### config.mk
export PLATFORM = sky130hd
export DESIGN_NAME = pipe_ctrl_v2
export DESIGN_NICKNAME = d
export VERILOG_FILES = /design/src/rtl/pipe_ctrl_v2.sv
export SDC_FILE = /design/constraint.sdc
export NUM_CORES = 1
export LEC_CHECK = 0
export CAP_MARGIN = 20
export CORE_MARGIN = 10
export CORE_UTILIZATION = 57
export DETAILED_ROUTE_END_ITERATION = 8
export DONT_BUFFER_PORTS = 1
export HOLD_SLACK_MARGIN = 0.05
export PLACE_DENSITY = 0.73
export SYNTH_ARGS = -nofsm -noshare
export SYNTH_HDL_FRONTEND = slang
export SYNTH_SLANG_ARGS = --single-unit
export TNS_END_PERCENT = 5
### constraint.sdc
create_clock -name clk -period 2.5 [get_ports clk]
set_input_delay 0.375 -clock clk [delete_from_list [all_inputs] [get_ports clk]]
set_output_delay 0.375 -clock clk [all_outputs]
set_load 0.01 [all_outputs]
### src/rtl/pipe_ctrl_v2.sv
// Pipeline controller: prioritised stall arbitration, exception/ERET flush
// and redirect with bus-idle deferral, flush hold and a stall-cycle counter.
module pipe_ctrl_v2 #(
  parameter int                     STAGES       = 8,
  parameter int                     NREQ         = 4,
  parameter logic [NREQ*STAGES-1:0] STALL_PAT    = {8'h7f, 8'h1f, 8'h0f, 8'h07},
  parameter logic [31:0]            EXC_VECTOR   = 32'hbfc00380,
  parameter int                     FLUSH_CYCLES = 1,
  parameter int                     CNT_W        = 32
) (
  input  logic              clk,
  input  logic              rst,
  input  logic [NREQ-1:0]   stall_req,
  input  logic              bus_busy,
  input  logic [31:0]       excepttype_i,
  input  logic [31:0]       cp0_epc_i,
  output logic [STAGES-1:0] stall,
  output logic              flush,
  output logic [31:0]       new_pc,
  output logic              redirect,
  output logic              exc_pending,
  output logic [CNT_W-1:0]  stall_cycles
);

  localparam int FCW = (FLUSH_CYCLES > 1) ? $clog2(FLUSH_CYCLES + 1) : 1;
  localparam logic [FCW-1:0] FC_LOAD = FCW'(FLUSH_CYCLES - 1);
  localparam bit MULTI = (FLUSH_CYCLES > 1);

  typedef enum logic [1:0] {
    IDLE     = 2'd0,
    WAIT_BUS = 2'd1,
    FLUSH    = 2'd2
  } state_t;

  state_t      state, state_nx;
  logic [31:0] code_q, code_nx;
  logic [31:0] epc_q, epc_nx;
  logic [FCW-1:0] cnt_q, cnt_nx;

  logic              exc_hit;
  logic [STAGES-1:0] req_pat;
  logic [STAGES-1:0] stall_c;
  logic              flush_c;
  logic              redirect_c;
  logic [31:0]       new_pc_c;
  logic              pend_c;
  logic [CNT_W-1:0]  sc_q;

  function automatic logic [31:0] vec_map(
    input logic [31:0] code,
    input logic [31:0] epc
  );
    logic [31:0] r;
    case (code)
      32'h1, 32'h4, 32'h5, 32'h8,
      32'h9, 32'ha, 32'hc, 32'hd: r = EXC_VECTOR;
      32'he:                      r = epc;
      default:                    r = 32'h0;
    endcase
    return r;
  endfunction

  assign exc_hit = |excepttype_i;

  // Scan downwards so the lowest-index request overwrites the rest.
  always_comb begin
    req_pat = '0;
    for (int i = NREQ - 1; i >= 0; i--) begin
      if (stall_req[i]) req_pat = STALL_PAT[i*STAGES +: STAGES];
    end
  end

  always_ff @(posedge clk) begin
    if (rst) begin
      state  <= IDLE;
      code_q <= '0;
      epc_q  <= '0;
      cnt_q  <= '0;
    end else begin
      state  <= state_nx;
      code_q <= code_nx;
      epc_q  <= epc_nx;
      cnt_q  <= cnt_nx;
    end
  end

  always_comb begin
    state_nx = state;
    code_nx  = code_q;
    epc_nx   = epc_q;
    cnt_nx   = cnt_q;
    unique case (state)
      IDLE: begin
        if (exc_hit && !bus_busy) begin
          if (MULTI) begin
            state_nx = FLUSH;
            cnt_nx   = FC_LOAD;
          end
        end else if (exc_hit) begin
          state_nx = WAIT_BUS;
          code_nx  = excepttype_i;
          epc_nx   = cp0_epc_i;
        end
      end
      WAIT_BUS: begin
        if (!bus_busy) begin
          code_nx = '0;
          epc_nx  = '0;
          if (MULTI) begin
            state_nx = FLUSH;
            cnt_nx   = FC_LOAD;
          end else begin
            state_nx = IDLE;
          end
        end
      end
      FLUSH: begin
        cnt_nx = cnt_q - 1'b1;
        if (cnt_q <= FCW'(1)) state_nx = IDLE;
      end
      default: state_nx = IDLE;
    endcase
  end

  always_comb begin
    stall_c    = '0;
    flush_c    = 1'b0;
    redirect_c = 1'b0;
    new_pc_c   = '0;
    pend_c     = 1'b0;
    unique case (state)
      IDLE: begin
        if (exc_hit && !bus_busy) begin
          flush_c    = 1'b1;
          redirect_c = 1'b1;
          new_pc_c   = vec_map(excepttype_i, cp0_epc_i);
        end else if (exc_hit) begin
          stall_c = '1;
        end else begin
          stall_c = req_pat;
        end
      end
      WAIT_BUS: begin
        pend_c = 1'b1;
        if (bus_busy) begin
          stall_c = '1;
        end else begin
          flush_c    = 1'b1;
          redirect_c = 1'b1;
          new_pc_c   = vec_map(code_q, epc_q);
        end
      end
      FLUSH:   flush_c = 1'b1;
      default: ;
    endcase
    if (rst) begin
      stall_c    = '0;
      flush_c    = 1'b0;
      redirect_c = 1'b0;
      new_pc_c   = '0;
      pend_c     = 1'b0;
    end
  end

  always_ff @(posedge clk) begin
    if (rst) begin
      sc_q <= '0;
    end else if ((|stall_c) && !(&sc_q)) begin
      sc_q <= sc_q + 1'b1;
    end
  end

  assign stall        = stall_c;
  assign flush        = flush_c;
  assign new_pc       = new_pc_c;
  assign redirect     = redirect_c;
  assign exc_pending  = pend_c;
  assign stall_cycles = sc_q;

endmodule

; ---- Word level (Yosys, flattened, before mapping)
; Cells that the tools add are included.
[word_totals]
latch_bits = 0
reg_bits = 99
n_memories = 0
word_cells = 80
mem_bits_ro = 0
output_inout_bits = 75
mem_bits_rw = 0
[op_classes]
div = 0
mul = 0
n_eq_ne = 24
shift = 0
reduce_logical = 13
n_mux = 35
bitwise_logic = 0
n_addsub = 2
n_lt_le_gt_ge = 1
[ops]
columns = op, count
row1 = "equality test 32 x 4 -> 1 bit, second input constant", 12
row2 = one-hot mux 32 bit (2 select lines), 5
row3 = 2-to-1 mux 32 bit, 8
row4 = "equality test 32 x 3 -> 1 bit, second input constant", 4
row5 = "equality test 32 x 1 -> 1 bit, second input constant", 2
row6 = 2-to-1 mux 8 bit, 7
row7 = "adder 32 x 1 -> 32 bit, second input constant", 1
row8 = AND reduction 32 bit, 1
row9 = OR reduction 32 bit, 1
row10 = OR reduction 8 bit, 3
row11 = one-hot mux 8 bit (2 select lines), 1
row12 = 2-to-1 mux 2 bit, 4
row13 = "!= test 2 bit, second input constant", 4
row14 = AND reduction 4 bit, 2
row15 = 2-to-1 mux 7 bit, 1
row16 = 2-to-1 mux 1 bit, 6
row17 = one-hot mux 2 bit (3 select lines), 1
row18 = one-hot mux 1 bit (3 select lines), 1
row19 = "equality test 2 x 1 -> 1 bit, second input constant", 1
row20 = "equality test 2 bit, second input constant", 1
row21 = logical AND 1 bit, 2
row22 = logical NOT 1 bit, 2
row23 = logical NOT 2 bit, 1
row24 = one-hot mux 1 bit (2 select lines), 1
row25 = other kinds (3), 3

; ---- Depth between registers and ports, before layout
[logic_depth]
word_depth = 10
depth_mapped = 9
depth_no_buf = 7

; ---- Least setup slack after synthesis
; Ideal clock, no wire load.
[synth_path]
path_type = input port to flip-flop
from = input port excepttype_i[4]
to = register sc_q[17] (netlist: stall_cycles[17])
cell_stages = 7
setup_ns = 0.123
path_slack_ns = 0.119
arrival_ns = 2.257
cell_sequence = nor4_1 > nand4_1 > nor4_4 > o211ai_2 > buf_6 > nor4_2 > mux2_1
[synth_via]
elab_chain_len = 7
word_cells_on_any_way = 8
[synth_rtl]
columns = item, line_no
row1 = start: declaration, 15  ; input logic [31:0] excepttype_i,
row2 = OR reduction 32 bit (*), 63  ; assign exc_hit = |excepttype_i;
row3 = 2-to-1 mux 8 bit / logical AND 1 bit (equally long branches), "137, 133"
row4 = 2-to-1 mux 8 bit (*), 133  ; if (exc_hit && !bus_busy) begin
row5 = one-hot mux 8 bit (2 select lines) (*), 131  ; unique case (state)
row6 = 2-to-1 mux 8 bit (*), 156  ; if (rst) begin
row7 = OR reduction 8 bit (*), 168  ; end else if ((|stall_c) && !(&sc_q)) begin
row8 = logical AND 1 bit (*), 168
row9 = end signal: assignment, 169  ; sc_q <= sc_q + 1'b1;
row10 = end: declaration, 47  ; logic [CNT_W-1:0] sc_q;
; Mark *: on every way between the ends. The rest lies on a longest branch, timed or not.
; A chain may end at the register's enable or synchronous reset.

; ---- Worst setup path in the final report
[layout_path]
from = register code_q[24]
to = output port new_pc[9]
[layout_via]
elab_chain_len = 6
word_cells_on_any_way = 14
[layout_rtl]
columns = item, line_no
row1 = start: declaration, 36  ; logic [31:0] code_q, code_nx;
row2 = start signal: assignment, 81  ; code_q <= code_nx;
row3 = equality test 32 x 1 -> 1 bit (tied with other cells), 54  ; case (code)
row4 = OR reduction 8 bit, 54
row5 = one-hot mux 32 bit (2 select lines) (*), 54
row6 = 2-to-1 mux 32 bit (*), 145  ; if (bus_busy) begin
row7 = one-hot mux 32 bit (2 select lines) (*), 131
row8 = 2-to-1 mux 32 bit (*), 156
row9 = end: declaration, 19  ; output logic [31:0] new_pc,
; Marked as above.

==> flow_metrics.tcl <==
set metrics [dict create \
    worst-endpoint-arrival_ps 2270 \
    total_number_of_vias 4935 \
    async_flop_share 0 \
    timing.max_slew.rel_slack 0.568 \
    pwr_density_cell_nw_per_um2 504 \
    power.switching_fraction 0.261 \
    max_freq_mhz 378 \
    chipWidth_um 113 \
    crit_type "reg -> out" \
    setup_viol_count_final 32 \
    floorplan.initialDensity 0.592 \
    groute.usage.overall 0.223 \
    insertion_delay_ps 360 \
    leakagePower_nw 1.82 \
    hold-worst-slack_ps 78.3 \
    detail_route.drc_violations 0 \
    min_path_cells 1 \
    synth_seq_area_share 0.398 \
    final.setup_skew_ps 10.8 \
    failed_checks "negative setup slack" \
    synthesis.nets 728 \
    worst-endpoint-required_ps 2120 \
    synth.yosys.warnings 0 \
    postLayoutSetupSlackWorst_ps -145 \
    holdBufCountCts 0 \
    cts_inserted_buffers 9 \
    root_buffer "clkbuf_8" \
    cell_count_of_the_worst_reg_to_reg_path 8 \
    final_min_period_over_clock_period 1.06 \
    worst_setup_path_end_kind "primary output" \
    rows 33 \
    rsz0062_at_grt "yes" \
    cts_tree "yes" \
    postSynthRegisterBits 97 \
    clkSinkCount 97 \
    dpl-instance-area_um2 5080 \
    tightest_slew_ps 643 \
    gp_congestion 0.811 \
    first_pass_grt_wire_length_mm 24.0 \
    p_clk_frac 0.335 \
    postSynth.topFlopCell "dfxtp_1" \
    mostFrequentLayoutCell "a21oi_1" \
    fin_crit_ps 2650 \
    n_antenna_cell 0 \
    maximum_number_of_pins_on_one_net_before_global_route_repair 140 \
    ir_worst_vdd_v 0.000385 \
    cp-start-kind "flip-flop" \
    final_cell_mix "a21oi_1 (104), dfxtp_1 (94), nand2_1 (78)" \
    i_o_pins 146 \
    yosysUniqueCellTypes 42 \
    design_area_um2 5710 \
    synthCells 656 \
    routed_wire_length_per_instance_um 19.3 \
    share_of_total_power_in_sequential_cells 0.572 \
    dieArea_um2 12700 \
    core_area_um2 8260 \
    first_global_vias 4615 \
    multi_input_comb_area_um2 3040 \
    first_pass_iters 5 \
    internal_power_mw 2.13 \
    avgViaCountPerCell 6.47 \
    grt_overflow 0 \
    register_cell_area_after_layout_um2 1950 \
    grt_antenna_before_repair 0 \
    timing.final.hold_violations 0 \
    port_buffers 0 \
    total_number_of_h_tree_levels 3 \
    outcome "finished, violations left" \
    critPathMaxFanout 6 \
    place_hpwl_mm 9.79 \
    proportion_of_layout_cells_with_a_drive_suffix_above_1 0.193 \
    total_power_mw 2.88 \
    final_antenna_net_count 0 \
    clock_slew_seen_by_the_registers_of_the_worst_setup_and_hold_paths_ps 100 \
    worst_hold_path_type "in -> reg" \
    final_nets 725 \
    fillerInstances 667 \
    synth-edff-count 0 \
    fp.dieH_um 113 \
    netSwitchingPower_mw 0.750 \
    syn_area_um2 4880 \
    initialDrtViolationCount 457 \
    cts.path.max_buffers 2 \
    syn_avg_cell_area_um2 7.45 \
    cap_viol_max_count 0 \
    layout-area-overhead-vs-synth_pct 16.9 \
    drt_wl_total_mm 14.7 \
    timing.final.max_slew_violations 0 \
    combinational_power_share 0.093 \
]
[worst paths after layout]
| path | startpoint | to | slack, ps |
|---|---|---|---|
| worst max-delay path | code_q[24] | new_pc[9] | -150 |
| worst min-delay path | rst | stall_cycles[25] | 80 |
| worst max register to register | stall_cycles[1] | stall_cycles[17] | 240 |
| worst min register to register | epc_q[15] | epc_q[15] | 470 |
[metrics by stage]
step	std cells	setup TNS [ps]	utilization	setup slack (ps)
finish	763	-2340	0.692	-145
global route	763	-6060	0.692	-250
CTS	760	-1710	0.684	-119
detailed placement	736	-703	0.615	-129
global placement	736	-11.8	0.615	-11.8
floorplan	656	0	-	119
[power groups by stage]
stage / registers (mW) / logic, mW / clock network (mW)
after detailed placement: 1.67 / 0.226 / 0
after global placement: 1.67 / 0.218 / 0
after floorplan: 1.66 / 0.202 / 0
after global routing: 1.65 / 0.294 / 1.05
after CTS: 1.64 / 0.260 / 0.980
final: 1.65 / 0.266 / 0.964
[cells in the mapped netlist, types with 2 or more instances]
master	number	area, µm²
a21oi_1	117	586
dfxtp_1	97	1940
nand2_1	79	297
nand3_1	76	380
clkbuf_1	43	161
o21ai_0	35	175
nor2_1	30	113
or3_1	21	131
a22oi_1	20	150
nor4_1	17	106
or2_2	14	87.6
and2_1	13	81.3
nand4_1	12	75.1
nor3_1	12	60.1
or4_1	7	52.6
and3_1	6	37.5
inv_1	6	22.5
buf_1	5	18.8
o31ai_1	5	37.5
and4_1	4	35.0
buf_4	4	30.0
nor2b_1	4	25.0
mux2_1	3	33.8
nand4b_1	3	26.3
buf_2	2	10.0
buf_6	2	22.5
mux2i_1	2	20.0
nand2b_1	2	12.5
nor4_2	2	25.0
[worst max-delay path, cell delays in order, from the launching register on]
cell and delay, ps:
dfxtp_1 320, nor4_1 290, nand4_1 190, buf_4 180
nor3_4 210, buf_4 150, buf_6 110, a21oi_1 50
or2_4 240, a21oi_4 170
[cell families (layout without fill, tap and decap cells)]
logic type / count (synthesis) / after routing / share of synthesized area
xor gates and xnor gates: 1 / 1 / 0.00179
muxes: 5 / 5 / 0.0110
AOI/OAI and AO/OA: 186 / 186 / 0.210
DFF: 97 / 97 / 0.398
buffers and inverters: 62 / 64 / 0.0543
and+or+nand+nor: 304 / 304 / 0.322
adders and majority gates: 1 / 1 / 0.00256
[sequential cells by signal, summed over array words and instances, names as in the netlist]
signal	count
epc_q	32
code_q	32
state	1
stall_cycles	32
[per-layer routing]
layer	wire length, µm	global-route usage	vias to the layer above
met4	246	0.0761	0
met1	5790	0.262	2346
met3	1420	0.0751	25
met2	7280	0.371	204
li1	-	-	2360
met5	0	0	-
[final cells by class]
class | instances | share of cell area
inverter | 6 | 0.00394
multi-input combinational | 497 | 0.533
clock inverter | 4 | 0.00482
sequential | 97 | 0.341
timing repair buffer | 42 | 0.0679
tap | 105 | 0.0230
clock buffer | 12 | 0.0272
[timing repair]
item | 4_1_cts | 5_1_grt
resized for setup | 83 | 7
setup buffers | 4 | 3
gates cloned | 4 | 0
pin swaps | 21 | 5
endpoints found under the setup margin | 35 | 37
Note: power is estimated with default switching activity, not from simulation.
